File: src/rtl/ps2_keyboard_rx.sv
// PS/2 keyboard receiver: conditions the raw clock/data pair, deframes 11-bit frames
// and folds set-2 F0/E0 prefixes into a held key code with a press/release level.
module ps2_keyboard_rx #(
  parameter int FILTER_LEN  = 8,
  parameter int TIMEOUT_CYC = 50000
) (
  input  logic       Clk,
  input  logic       Reset_n,
  input  logic       psClk,
  input  logic       psData,
  output logic [7:0] keyCode,
  output logic       keypress,
  output logic       extended,
  output logic       keyEvent,
  output logic       frameErr
);

  localparam int FW = $clog2(FILTER_LEN + 1);
  localparam int TW = $clog2(TIMEOUT_CYC + 1);
  localparam logic [FW-1:0] FL_LAST = FW'(FILTER_LEN - 1);
  localparam logic [TW-1:0] TO_LAST = TW'(TIMEOUT_CYC - 1);

  typedef enum logic [1:0] {
    IDLE   = 2'd0,
    DATA   = 2'd1,
    PARITY = 2'd2,
    STOP   = 2'd3
  } state_t;

  state_t          state_r, state_nxt_s;
  logic            clk_meta_r, clk_sync_r, dat_meta_r, dat_sync_r;
  logic            filt_r, filt_d_r, fall_s;
  logic [FW-1:0]   fcnt_r;
  logic [7:0]      shreg_r;
  logic [2:0]      bitcnt_r;
  logic            parity_r;
  logic [TW-1:0]   tocnt_r;
  logic            brk_r, ext_r;
  logic            frame_ok_s, frame_bad_s, timeout_s;

  function automatic logic odd_parity_ok(input logic [7:0] d, input logic p);
    return (^d) ^ p;
  endfunction

  // Two-flop synchronizers; idle bus level is high.
  always_ff @(posedge Clk or negedge Reset_n) begin
    if (!Reset_n) begin
      clk_meta_r <= 1'b1;
      clk_sync_r <= 1'b1;
      dat_meta_r <= 1'b1;
      dat_sync_r <= 1'b1;
    end else begin
      clk_meta_r <= psClk;
      clk_sync_r <= clk_meta_r;
      dat_meta_r <= psData;
      dat_sync_r <= dat_meta_r;
    end
  end

  // Glitch filter: a new psClk level must persist FILTER_LEN cycles before it is accepted.
  always_ff @(posedge Clk or negedge Reset_n) begin
    if (!Reset_n) begin
      filt_r   <= 1'b1;
      filt_d_r <= 1'b1;
      fcnt_r   <= '0;
    end else begin
      filt_d_r <= filt_r;
      if (clk_sync_r != filt_r) begin
        if (fcnt_r == FL_LAST) begin
          filt_r <= clk_sync_r;
          fcnt_r <= '0;
        end else begin
          fcnt_r <= fcnt_r + FW'(1);
        end
      end else begin
        fcnt_r <= '0;
      end
    end
  end

  assign fall_s = filt_d_r & ~filt_r;

  // Next-state and frame verdicts; a fall in the same cycle pre-empts the timeout.
  always_comb begin
    state_nxt_s = state_r;
    frame_ok_s  = 1'b0;
    frame_bad_s = 1'b0;
    timeout_s   = 1'b0;
    if (fall_s) begin
      case (state_r)
        IDLE:    state_nxt_s = dat_sync_r ? IDLE : DATA;
        DATA:    state_nxt_s = (bitcnt_r == 3'd7) ? PARITY : DATA;
        PARITY:  state_nxt_s = STOP;
        STOP: begin
          state_nxt_s = IDLE;
          if (dat_sync_r && odd_parity_ok(shreg_r, parity_r)) begin
            frame_ok_s = 1'b1;
          end else begin
            frame_bad_s = 1'b1;
          end
        end
        default: state_nxt_s = IDLE;
      endcase
    end else if (state_r != IDLE && tocnt_r == TO_LAST) begin
      timeout_s   = 1'b1;
      state_nxt_s = IDLE;
    end else begin
      state_nxt_s = state_r;
    end
  end

  // FSM state register.
  always_ff @(posedge Clk or negedge Reset_n) begin
    if (!Reset_n) state_r <= IDLE;
    else          state_r <= state_nxt_s;
  end

  // Deframing datapath and inter-edge timeout counter.
  always_ff @(posedge Clk or negedge Reset_n) begin
    if (!Reset_n) begin
      shreg_r  <= 8'h00;
      bitcnt_r <= 3'd0;
      parity_r <= 1'b0;
      tocnt_r  <= '0;
    end else begin
      if (state_r == IDLE || fall_s || timeout_s) tocnt_r <= '0;
      else                                        tocnt_r <= tocnt_r + TW'(1);
      if (timeout_s) begin
        shreg_r  <= 8'h00;
        bitcnt_r <= 3'd0;
      end else if (fall_s && state_r == IDLE) begin
        bitcnt_r <= 3'd0;
      end else if (fall_s && state_r == DATA) begin
        shreg_r  <= {dat_sync_r, shreg_r[7:1]};
        bitcnt_r <= bitcnt_r + 3'd1;
      end else if (fall_s && state_r == PARITY) begin
        parity_r <= dat_sync_r;
      end
    end
  end

  // Prefix flags and registered key outputs.
  always_ff @(posedge Clk or negedge Reset_n) begin
    if (!Reset_n) begin
      keyCode  <= 8'h00;
      keypress <= 1'b0;
      extended <= 1'b0;
      keyEvent <= 1'b0;
      frameErr <= 1'b0;
      brk_r    <= 1'b0;
      ext_r    <= 1'b0;
    end else begin
      keyEvent <= 1'b0;
      frameErr <= frame_bad_s | timeout_s;
      if (frame_ok_s) begin
        case (shreg_r)
          8'hF0:   brk_r <= 1'b1;
          8'hE0:   ext_r <= 1'b1;
          default: begin
            keyCode  <= shreg_r;
            keypress <= ~brk_r;
            extended <= ext_r;
            keyEvent <= 1'b1;
            brk_r    <= 1'b0;
            ext_r    <= 1'b0;
          end
        endcase
      end
    end
  end

endmodule

File: config.mk
export PLATFORM = sky130hd
export DESIGN_NAME = ps2_keyboard_rx
export DESIGN_NICKNAME = d
export VERILOG_FILES = /design/src/rtl/ps2_keyboard_rx.sv
export SDC_FILE = /design/constraint.sdc
export NUM_CORES = 1
export LEC_CHECK = 0
export CAP_MARGIN = 15
export CORE_MARGIN = 4
export CORE_UTILIZATION = 45
export DETAILED_ROUTE_END_ITERATION = 12
export GPL_ROUTABILITY_DRIVEN = 0
export SYNTH_ARGS = -nofsm -noshare
export SYNTH_HDL_FRONTEND = slang
export SYNTH_SLANG_ARGS = --single-unit
File: constraint.sdc
create_clock -name Clk -period 2.6 [get_ports Clk]
set_input_delay 0.65 -clock Clk [delete_from_list [all_inputs] [get_ports Clk]]
set_output_delay 0.65 -clock Clk [all_outputs]
set_load 0.02 [all_outputs]
==> results.py, run 1 <==
metrics = {
    "yosys": {
        "yosys_register_bits": 54,
        "post_synth_fa_ha_maj_area_fraction": 0.0451,
        "syn_area_per_cell_sq_um": 11.6,
        "synth_area_sq_um": 2500,
        "synth.area.mux_share": 0.0857,
        "yosys-top-cells-area": "dfrtp_1 (48%), dfstp_2 (6.3%), mux2_2 (5.0%)",
        "synth_top_family_by_area": "simple AND/OR/NAND/NOR gates",
        "syn_inst": 215,
        "synth_area_leader_cell": "dfrtp_1",
        "ys_warn_count": 0,
        "yosys.area_share.simple": 0.177,
        "syn-num-nets": 228,
        "seq_area_frac_synth": 0.544,
        "synth_top_cell_area_share": 0.481,
        "ys_types": 39,
        "synth_compound_area_frac": 0.0521,
        "synth_xor_area_frac": 0.0682,
    },
    "timing": {
        "rsz0062_at_grt": "no",
        "drv_slew": 0,
        "final_hold_viol_count": 0,
        "setup_violations": 0,
        "worst_slew_pin_slew_ns": 0.539,
        "setup_tns_ns": 0,
        "fin_crit_sh": 0.906,
        "holdWs_ns": 0.295,
        "fmax_ghz": 0.425,
        "period_needed_ns": 2.36,
        "fin_skew_ns": 0.0101,
        "timing.max_slew.rel_slack": 0.640,
    },
    "setup_path": {
        "crit_type": "flop to flop",
        "cp_cell_sequence": "inv_1 > ha_1 > xnor3_1 > xnor2_2 > nand3_1 > mux2_2",
        "critical_path_required_ns": 2.79,
        "rrSetupSlack_ns": 0.24,
        "cp-start-kind": "flop",
        "startpoint": "shreg_r[4]",
        "cp_max_fo": 11,
        "worst-path-buf-inv": 1,
        "crit_path_end_kind": "flop",
        "r2r_start": "shreg_r[4]",
        "cpMaxStageDelayCell": "nand3_1",
        "worstPathArrival_ns": 2.55,
        "critPathMaxStageDelay_ns": 0.43,
        "cp_top_family": "XOR/XNOR gates",
    },
    "grt": {
        "grt_pass1_vias": 1592,
        "gr-total-overflow": 0,
        "grt_first_pass_wirelength_microns": 7400,
        "antenna_found_initial": 0,
        "grtUsageTotal": 0.144,
        "grt_max_degree": 23,
    },
    "clock_tree": {
        "cts_hold_repair.buffers": 0,
        "htree_levels": 2,
        "clk_pin_slew_ns": 0.10,
        "clock-root-buffer": "clkbuf_8",
        "clock_path_buffers": 2,
        "insertion_delay_ns": 0.30,
        "cts_sinks": 54,
        "cts_resized": 0,
        "tritoncts": "built",
        "cts_setup_buffers": 0,
        "cts_buffers": 5,
    },
    "power": {
        "switching_share": 0.274,
        "clkPwrFrac": 0.295,
        "p_int_w": 0.00141,
        "p_sw_w": 0.000532,
        "comb_power_share": 0.185,
        "p_per_area_nw_per_um2": 684,
        "seqPwrFrac": 0.520,
        "vdd_drop_max_mv": 0.311,
        "power_leakage_nw": 1.29,
    },
    "floorplan": {
        "core_sq_um": 5240,
        "die-area_sq_um": 6800,
        "die_y_microns": 82.5,
        "initial_core_util": 0.477,
        "die_w_microns": 82.5,
        "ioPinCount": 16,
        "rows": 26,
    },
    "final_layout": {
        "fill_cells": 488,
        "antenna_cells": 0,
        "final_nets": 250,
        "fin_util": 0.542,
        "area_delta_synth_final_pct": 13.8,
        "design_area_sq_um": 2840,
        "drive_above_1_share": 0.151,
        "finalNonFillerCells": 308,
    },
    "routing": {
        "wire_per_inst_microns": 13.1,
        "drt_wl_total_microns": 4020,
        "drtPass1Iterations": 4,
        "vias": 1578,
        "drc_errors": 0,
        "ant_nets": 0,
        "via_per_inst": 5.12,
        "drt-initial-drc-count": 49,
    },
    "place": {
        "placed_area_sq_um": 2720,
        "portBuffers": 15,
        "dp_hpwl_microns": 2930,
        "dp_cells": 300,
    },
    "run_status": {
        "status": "finished clean",
    },
    "flow_run": {
        "maxCapViolations": 0,
    },
    "worst_hold_path": {
        "hp-class": "input port to async pin",
    },
}
stage by stage:
stage          total power, W  setup slack, ns
6_report              0.00194            0.245
5_1_grt               0.00208           0.0107
4_1_cts               0.00197            0.193
3_5_place_dp          0.00140            0.216
3_3_place_gp          0.00139            0.240
2_1_floorplan         0.00132            0.575
sequential cells by signal, indices dropped and copies added (netlist names):
| signal | count |
|---|---|
| keyCode | 8 |
| filt_r | 1 |
| tocnt_r | 16 |
| brk_r | 1 |
| clk_meta_r | 1 |
| ext_r | 1 |
| dat_sync_r | 1 |
| bitcnt_r | 3 |
| keypress | 1 |
| keyEvent | 1 |
| shreg_r | 8 |
| dat_meta_r | 1 |
| fcnt_r | 4 |
| extended | 1 |
| parity_r | 1 |
| frameErr | 1 |
| state_r | 2 |
| filt_d_r | 1 |
| clk_sync_r | 1 |
power groups by stage:
stage,combinational (W),sequential (W),clock (W)
6_report,0.000359,0.00101,0.000573
5_1_grt,0.000421,0.00103,0.000632
4_1_cts,0.000370,0.00101,0.000591
3_5_place_dp,0.000370,0.00103,0
3_3_place_gp,0.000362,0.00102,0
2_1_floorplan,0.000308,0.00101,0
layout by cell type, fill, tap and decap left out, types with 2 or more instances in the layout:
master / Yosys / final
xnor2_1: 8 / 8
clkdlybuf4s50_1: 0 / 14
inv_1: 11 / 11
dfstp_2: 6 / 6
nand3_1: 8 / 8
dfrtp_1: 48 / 48
or4_4: 2 / 2
nand4_1: 4 / 4
mux2i_1: 9 / 9
nor3_1: 4 / 4
buf_4: 0 / 3
nand2_1: 14 / 14
a21oi_1: 4 / 4
o21ai_0: 5 / 5
or3_1: 2 / 2
nand2b_1: 3 / 3
clkbuf_8: 0 / 6
a22o_1: 2 / 2
and4_1: 4 / 4
mux2_2: 11 / 11
ha_1: 9 / 9
and3_1: 3 / 3
nor2_1: 31 / 31
xor2_1: 7 / 7
and2_1: 2 / 2
synth_stat cells:
library cell / number
or4_4: 2
dfrtp_1: 48
nand2_1: 14
nor3_1: 4
nand3_2: 1
xnor2_1: 8
ha_1: 9
nand2b_1: 3
inv_1: 11
nor3b_1: 1
and2_1: 2
o21ai_0: 5
mux2i_1: 9
xnor2_2: 1
a41o_1: 1
o22ai_1: 1
nand3_1: 8
or3_1: 2
buf_6: 2
xor2_1: 7
nor3_4: 1
o311ai_0: 1
a21oi_1: 4
nand4bb_1: 1
nor2b_1: 1
mux2_2: 11
and3_1: 3
and4_1: 4
or3b_2: 1
o221ai_4: 1
a22o_1: 2
nor2_1: 31
and2b_1: 1
o211ai_1: 1
xnor3_1: 1
buf_2: 1
a31o_2: 1
dfstp_2: 6
nand4_1: 4
area by class of cell:
| cell class | instances | area, sq um | share of cell area |
|---|---|---|---|
| clock buffer | 7 | 86.3 | 0.0304 |
| sequential | 54 | 1360 | 0.478 |
| multi-input combinational | 147 | 1070 | 0.376 |
| timing repair buffer | 18 | 168 | 0.0590 |
| tap | 70 | 87.6 | 0.0308 |
| inverter | 11 | 41.3 | 0.0145 |
| clock inverter | 1 | 30.0 | 0.0106 |
logic make-up after synthesis:
logic type,after synthesis
simple gates,84
fa+ha+maj,9
buf+inv,14
compound gates,17
xor+xnor,17
mux,20
flops,54
per-layer routing:
layer,share of wire,routed length [microns],vias to the layer above,global-route usage
met1,0.53,2120,763,0.205
li1,-,-,790,-
met2,0.42,1700,20,0.213
met4,0.012,47,0,0.0498
met5,0,0,-,0
met3,0.036,146,5,0.0358
path summary, 6_finish.rpt:
check	depth (start not counted)	endpoint
hold / removal	1	keyCode[2]
setup reg to reg	6	keyCode[3]
min in group Clk	0	dat_sync_r
hold reg to reg	0	dat_sync_r
setup / recovery	6	keyCode[3]
max in group asynchronous	2	dat_sync_r
Note: power is estimated with default switching activity, not from simulation.
==> inputs of run 2 (changes only) <==
- CTS_BUF_LIST: default -> sky130_fd_sc_hd__clkbuf_16
==> run 2 against run 1 <==
  * Sequential power about the same
  * Global-route usage increased by 0.33 points
  * Worst setup slack about the same
  * Sequential share of layout area decreased by 0.77 points
  * Via count decreased by 0.25%
  * Cell area increased by 1.6%
  * Register-to-register slack about the same
  * Flip-flop and latch count unchanged
  * Die area unchanged
  * Routed wire length increased by 0.87%
  * Utilization increased by 0.88 points
  * Clock skew decreased by 0.0036 ns
==> results.py, run 2 (synthesized netlist as in run 1, its figures left out) <==
metrics = {
    "setup_path": {
        "crit_path_end_kind": "flop",
        "crit_type": "flop to flop",
        "rrSetupSlack_ns": 0.24,
        "cp-start-kind": "flop",
        "critical_path_required_ns": 2.77,
        "worstPathArrival_ns": 2.53,
        "cp_max_fo": 11,
    },
    "clock_tree": {
        "cts_sinks": 54,
        "cts_resized": 0,
        "insertion_delay_ns": 0.29,
        "cts_hold_repair.buffers": 0,
        "cts_setup_buffers": 0,
        "htree_levels": 2,
        "clock_path_buffers": 2,
        "tritoncts": "built",
        "clk_pin_slew_ns": 0.07,
        "clock-root-buffer": "clkbuf_16",
        "cts_buffers": 5,
    },
    "timing": {
        "period_needed_ns": 2.36,
        "worst_slew_pin_slew_ns": 0.544,
        "drv_slew": 0,
        "setup_violations": 0,
        "rsz0062_at_grt": "no",
        "timing.max_slew.rel_slack": 0.636,
        "fin_ws_ns": 0.245,
        "final_hold_viol_count": 0,
        "setup_tns_ns": 0,
        "fin_skew_ns": 0.00653,
        "fmax_ghz": 0.425,
        "fin_crit_sh": 0.906,
    },
    "routing": {
        "drtPass1Iterations": 4,
        "drc_errors": 0,
        "vias": 1574,
        "drt-initial-drc-count": 62,
        "drt_wl_total_microns": 4060,
        "via_per_inst": 5.11,
        "wire_per_inst_microns": 13.2,
        "ant_nets": 0,
    },
    "floorplan": {
        "die_w_microns": 82.5,
        "ioPinCount": 16,
        "die-area_sq_um": 6800,
        "die_y_microns": 82.5,
        "initial_core_util": 0.477,
        "rows": 26,
        "core_sq_um": 5240,
    },
    "power": {
        "power_leakage_nw": 1.31,
        "p_per_area_nw_per_um2": 724,
        "vdd_drop_max_mv": 0.373,
    },
    "place": {
        "placed_area_sq_um": 2720,
        "place_ws_ns": 0.216,
        "dp_cells": 300,
        "portBuffers": 15,
        "dp_hpwl_microns": 2930,
    },
    "grt": {
        "gr-max-usage-layer": "met2",
        "grtUsageTotal": 0.147,
        "grt_pass1_vias": 1600,
        "use_met2": 0.216,
        "met1_usage": 0.208,
        "gr-total-overflow": 0,
        "grt_max_degree": 23,
        "antenna_found_initial": 0,
        "grt_first_pass_wirelength_microns": 7530,
        "grt_util_met3": 0.0358,
    },
    "final_layout": {
        "area_delta_synth_final_pct": 15.6,
        "final_cell_mix": "dfrtp_1 (48), nor2_1 (31), nand2_1 (14), clkdlybuf4s50_1 (14), inv_1 (12)",
        "fill_cells": 475,
        "layout_commonest_cell": "dfrtp_1",
        "drive_above_1_share": 0.147,
        "finalNonFillerCells": 308,
        "final_nets": 250,
        "top_register": "tocnt_r",
        "largest_reg_flops": 16,
        "antenna_cells": 0,
        "design_area_sq_um": 2890,
        "reg_top3": "tocnt_r (16), keyCode (8), shreg_r (8)",
    },
    "worst_hold_path": {
        "hp-class": "input port to async pin",
    },
    "flow_run": {
        "maxCapViolations": 0,
    },
    "run_status": {
        "status": "finished clean",
    },
}
[run 2: cell count changes in the layout (fill, tap and decap cells not counted)]
cell       previous run  this run
clkbuf_8              6         0
inv_1                11        12
clkinv_1              0         1
clkbuf_1              1         0
clkbuf_16             0         5
[run 2: layout make-up]
cell class / instances / area (sq um) / share of cell area
flip-flops and latches: 54 / 1360 / 0.471
multi-input cells: 147 / 1070 / 0.370
repair buffers: 18 / 168 / 0.0581
clock buffers: 5 / 125 / 0.0433
well taps: 70 / 87.6 / 0.0303
inverters: 11 / 41.3 / 0.0143
clock inverters: 3 / 37.5 / 0.0130
[run 2: final timing paths]
path | start | to | depth (start not counted)
worst max-delay path | shreg_r[4] | keyCode[3] | 6
worst min-delay path | Reset_n | keyCode[2] | 1
worst max register to register | shreg_r[4] | keyCode[3] | 6
worst min register to register | dat_meta_r | dat_sync_r | 0
max in group asynchronous | Reset_n | dat_sync_r | 2
min in group Clk | dat_meta_r | dat_sync_r | 0
[run 2: through the flow]
| stage | utilization | power [W] | hold WS (ns) |
|---|---|---|---|
| after global routing | 0.551 | 0.00224 | 0.351 |
| after floorplan | - | 0.00132 | 0.345 |
| after global placement | 0.520 | 0.00139 | 0.348 |
| after CTS | 0.551 | 0.00213 | 0.329 |
| final | 0.551 | 0.00209 | 0.320 |
| after detailed placement | 0.520 | 0.00140 | 0.347 |
[run 2: where the power goes]
group | total, W | switching, W | leakage [nW] | internal, W
combinational | 0.000359 | 0.000197 | 0.501 | 0.000163
sequential | 0.00101 | 0.0000754 | 0.726 | 0.000935
clock | 0.000720 | 0.000272 | 0.0826 | 0.000447
total | 0.00209 | 0.000544 | 1.31 | 0.00154
[run 2: worst max-delay path, cell delays in order, from the launching register on]
cell and delay [ns]:
dfrtp_1 0.40, inv_1 0.06, ha_1 0.30, xnor3_1 0.37
xnor2_2 0.22, nand3_1 0.44, mux2_2 0.43
[run 2: routing by layer]
layer	part of all wire	up-vias
met1	0.52	758
li1	-	790
met5	0	-
met2	0.42	19
met3	0.038	7
met4	0.019	0
==> inputs of run 3 (changes only) <==
- CORE_MARGIN: 4 -> 3
==> run 3 against run 2 <==
  * Clock skew fell by 0.0023 ns
  * Critical path depth unchanged
  * Register-to-register slack is essentially flat
  * Total power increased by 0.40%
  * Hold slack improved by 0.014 ns
  * Worst setup slack worse by 0.013 ns
  * Die area down 4.8%
  * Utilization is 0.14 points higher
  * Global-route usage hardly changed
  * Critical path type unchanged
  * Highest routed layer unchanged
==> results.py, run 3 (synthesized netlist as in run 1, its figures left out) <==
metrics = {
    "floorplan": {
        "core_sq_um": 5240,
        "die-area_sq_um": 6480,
        "die_w_microns": 80.5,
        "ioPinCount": 16,
        "die_y_microns": 80.5,
        "initial_core_util": 0.477,
        "rows": 26,
    },
    "setup_path": {
        "r2r_start": "shreg_r[4]",
        "r2r-end": "keyCode[2]",
        "critical_path_required_ns": 2.77,
        "cp_max_fo": 11,
        "crit_path_end_kind": "flop",
        "rrSetupSlack_ns": 0.23,
        "worstPathArrival_ns": 2.54,
        "cp-start-kind": "flop",
        "reg2reg_depth": 6,
        "crit_type": "flop to flop",
    },
    "routing": {
        "drc_errors": 0,
        "via_per_inst": 5.19,
        "drt-initial-drc-count": 59,
        "wire_per_inst_microns": 13.3,
        "ant_nets": 0,
        "drtPass1Iterations": 4,
        "vias": 1594,
        "drt_wl_total_microns": 4090,
    },
    "timing": {
        "setup_violations": 0,
        "period_needed_ns": 2.37,
        "worst_slew_pin_slew_ns": 0.538,
        "drv_slew": 0,
        "fmax_ghz": 0.422,
        "rsz0062_at_grt": "no",
        "final_hold_viol_count": 0,
        "fin_ws_ns": 0.232,
        "timing.max_slew.rel_slack": 0.641,
        "fin_skew_ns": 0.00425,
        "setup_tns_ns": 0,
        "fin_crit_sh": 0.911,
    },
    "power": {
        "vdd_drop_max_mv": 0.422,
        "p_per_area_nw_per_um2": 725,
        "power_leakage_nw": 1.31,
    },
    "clock_tree": {
        "clk_pin_slew_ns": 0.07,
        "cts_sinks": 54,
        "htree_levels": 2,
        "clock-root-buffer": "clkbuf_16",
        "cts_buffers": 5,
        "insertion_delay_ns": 0.29,
        "cts_resized": 0,
        "cts_setup_buffers": 0,
        "cts_hold_repair.buffers": 0,
        "tritoncts": "built",
        "clock_path_buffers": 2,
    },
    "place": {
        "place_ws_ns": 0.248,
        "dp_hpwl_microns": 2790,
        "portBuffers": 15,
    },
    "final_layout": {
        "final_cell_mix": "dfrtp_1 (48), nor2_1 (31), nand2_1 (14), clkdlybuf4s50_1 (14)",
        "area_delta_synth_final_pct": 15.9,
        "multi_input_area_sq_um": 1070,
        "top_register": "tocnt_r",
        "largest_reg_flops": 16,
        "layout_commonest_cell": "dfrtp_1",
        "final_nets": 249,
        "drive_above_1_share": 0.152,
        "seqCellArea_sq_um": 1360,
        "reg_top3": "tocnt_r (16), keyCode (8), shreg_r (8)",
        "antenna_cells": 0,
        "fill_cells": 462,
    },
    "grt": {
        "grt_max_degree": 55,
        "grtUsageTotal": 0.148,
        "gr-total-overflow": 0,
        "antenna_found_initial": 0,
        "grt_first_pass_wirelength_microns": 7380,
        "grt_pass1_vias": 1586,
    },
    "run_status": {
        "status": "finished clean",
    },
    "flow_run": {
        "maxCapViolations": 0,
    },
    "worst_hold_path": {
        "hp-class": "input port to async pin",
    },
}
[run 3: changes by cell type in the layout (fill, tap and decap cells not counted), sizes merged]
cell	previous run	this run
clkinv	1	2
inv	12	11
buf	4	3
[run 3: worst max-delay path, cell delays in order, from the launching register on]
cell and delay [ns]:
dfrtp_1 0.41, inv_1 0.06, ha_1 0.30, xnor3_1 0.38
xnor2_2 0.23, nand3_1 0.44, mux2_2 0.42
[run 3: metrics by stage]
stage               hold WS (ns)   util  area [sq um]  total power (W)  instances
global placement           0.346  0.521          2730          0.00139        299
finish                     0.334  0.553          2890          0.00210        307
global route               0.362  0.553          2890          0.00222        307
floorplan                  0.345      -          2500          0.00132        215
CTS                        0.357  0.553          2890          0.00214        307
detailed placement         0.347  0.521          2730          0.00139        299
[run 3: routing by layer]
layer / routed length (microns) / global-route usage
met4: 59 / 0.0557
met5: 0 / 0
met2: 1800 / 0.216
met1: 2070 / 0.207
met3: 155 / 0.0415
[run 3: final cells by class]
type | count | share of cell area
Clock buffer | 5 | 0.0432
Inverter | 11 | 0.0143
Tap cell | 70 | 0.0303
Sequential cell | 54 | 0.470
Timing Repair Buffer | 17 | 0.0597
Clock inverter | 3 | 0.0138
Multi-Input combinational cell | 147 | 0.369
[run 3: worst max path at each step]
stage / slack (ns) / to / start
floorplan: 0.58 / extended / shreg_r[4]
global placement: 0.27 / keyCode[4] / shreg_r[4]
detailed placement: 0.25 / extended / shreg_r[4]
CTS: 0.19 / extended / shreg_r[4]
global route: 0.05 / extended / shreg_r[4]
finish: 0.23 / keyCode[2] / shreg_r[4]
[run 3: power by group]
| group | internal, W | total, W | switching [W] |
|---|---|---|---|
| registers | 0.000935 | 0.00101 | 0.0000769 |
| clock network | 0.000450 | 0.000728 | 0.000277 |
| logic | 0.000163 | 0.000358 | 0.000195 |
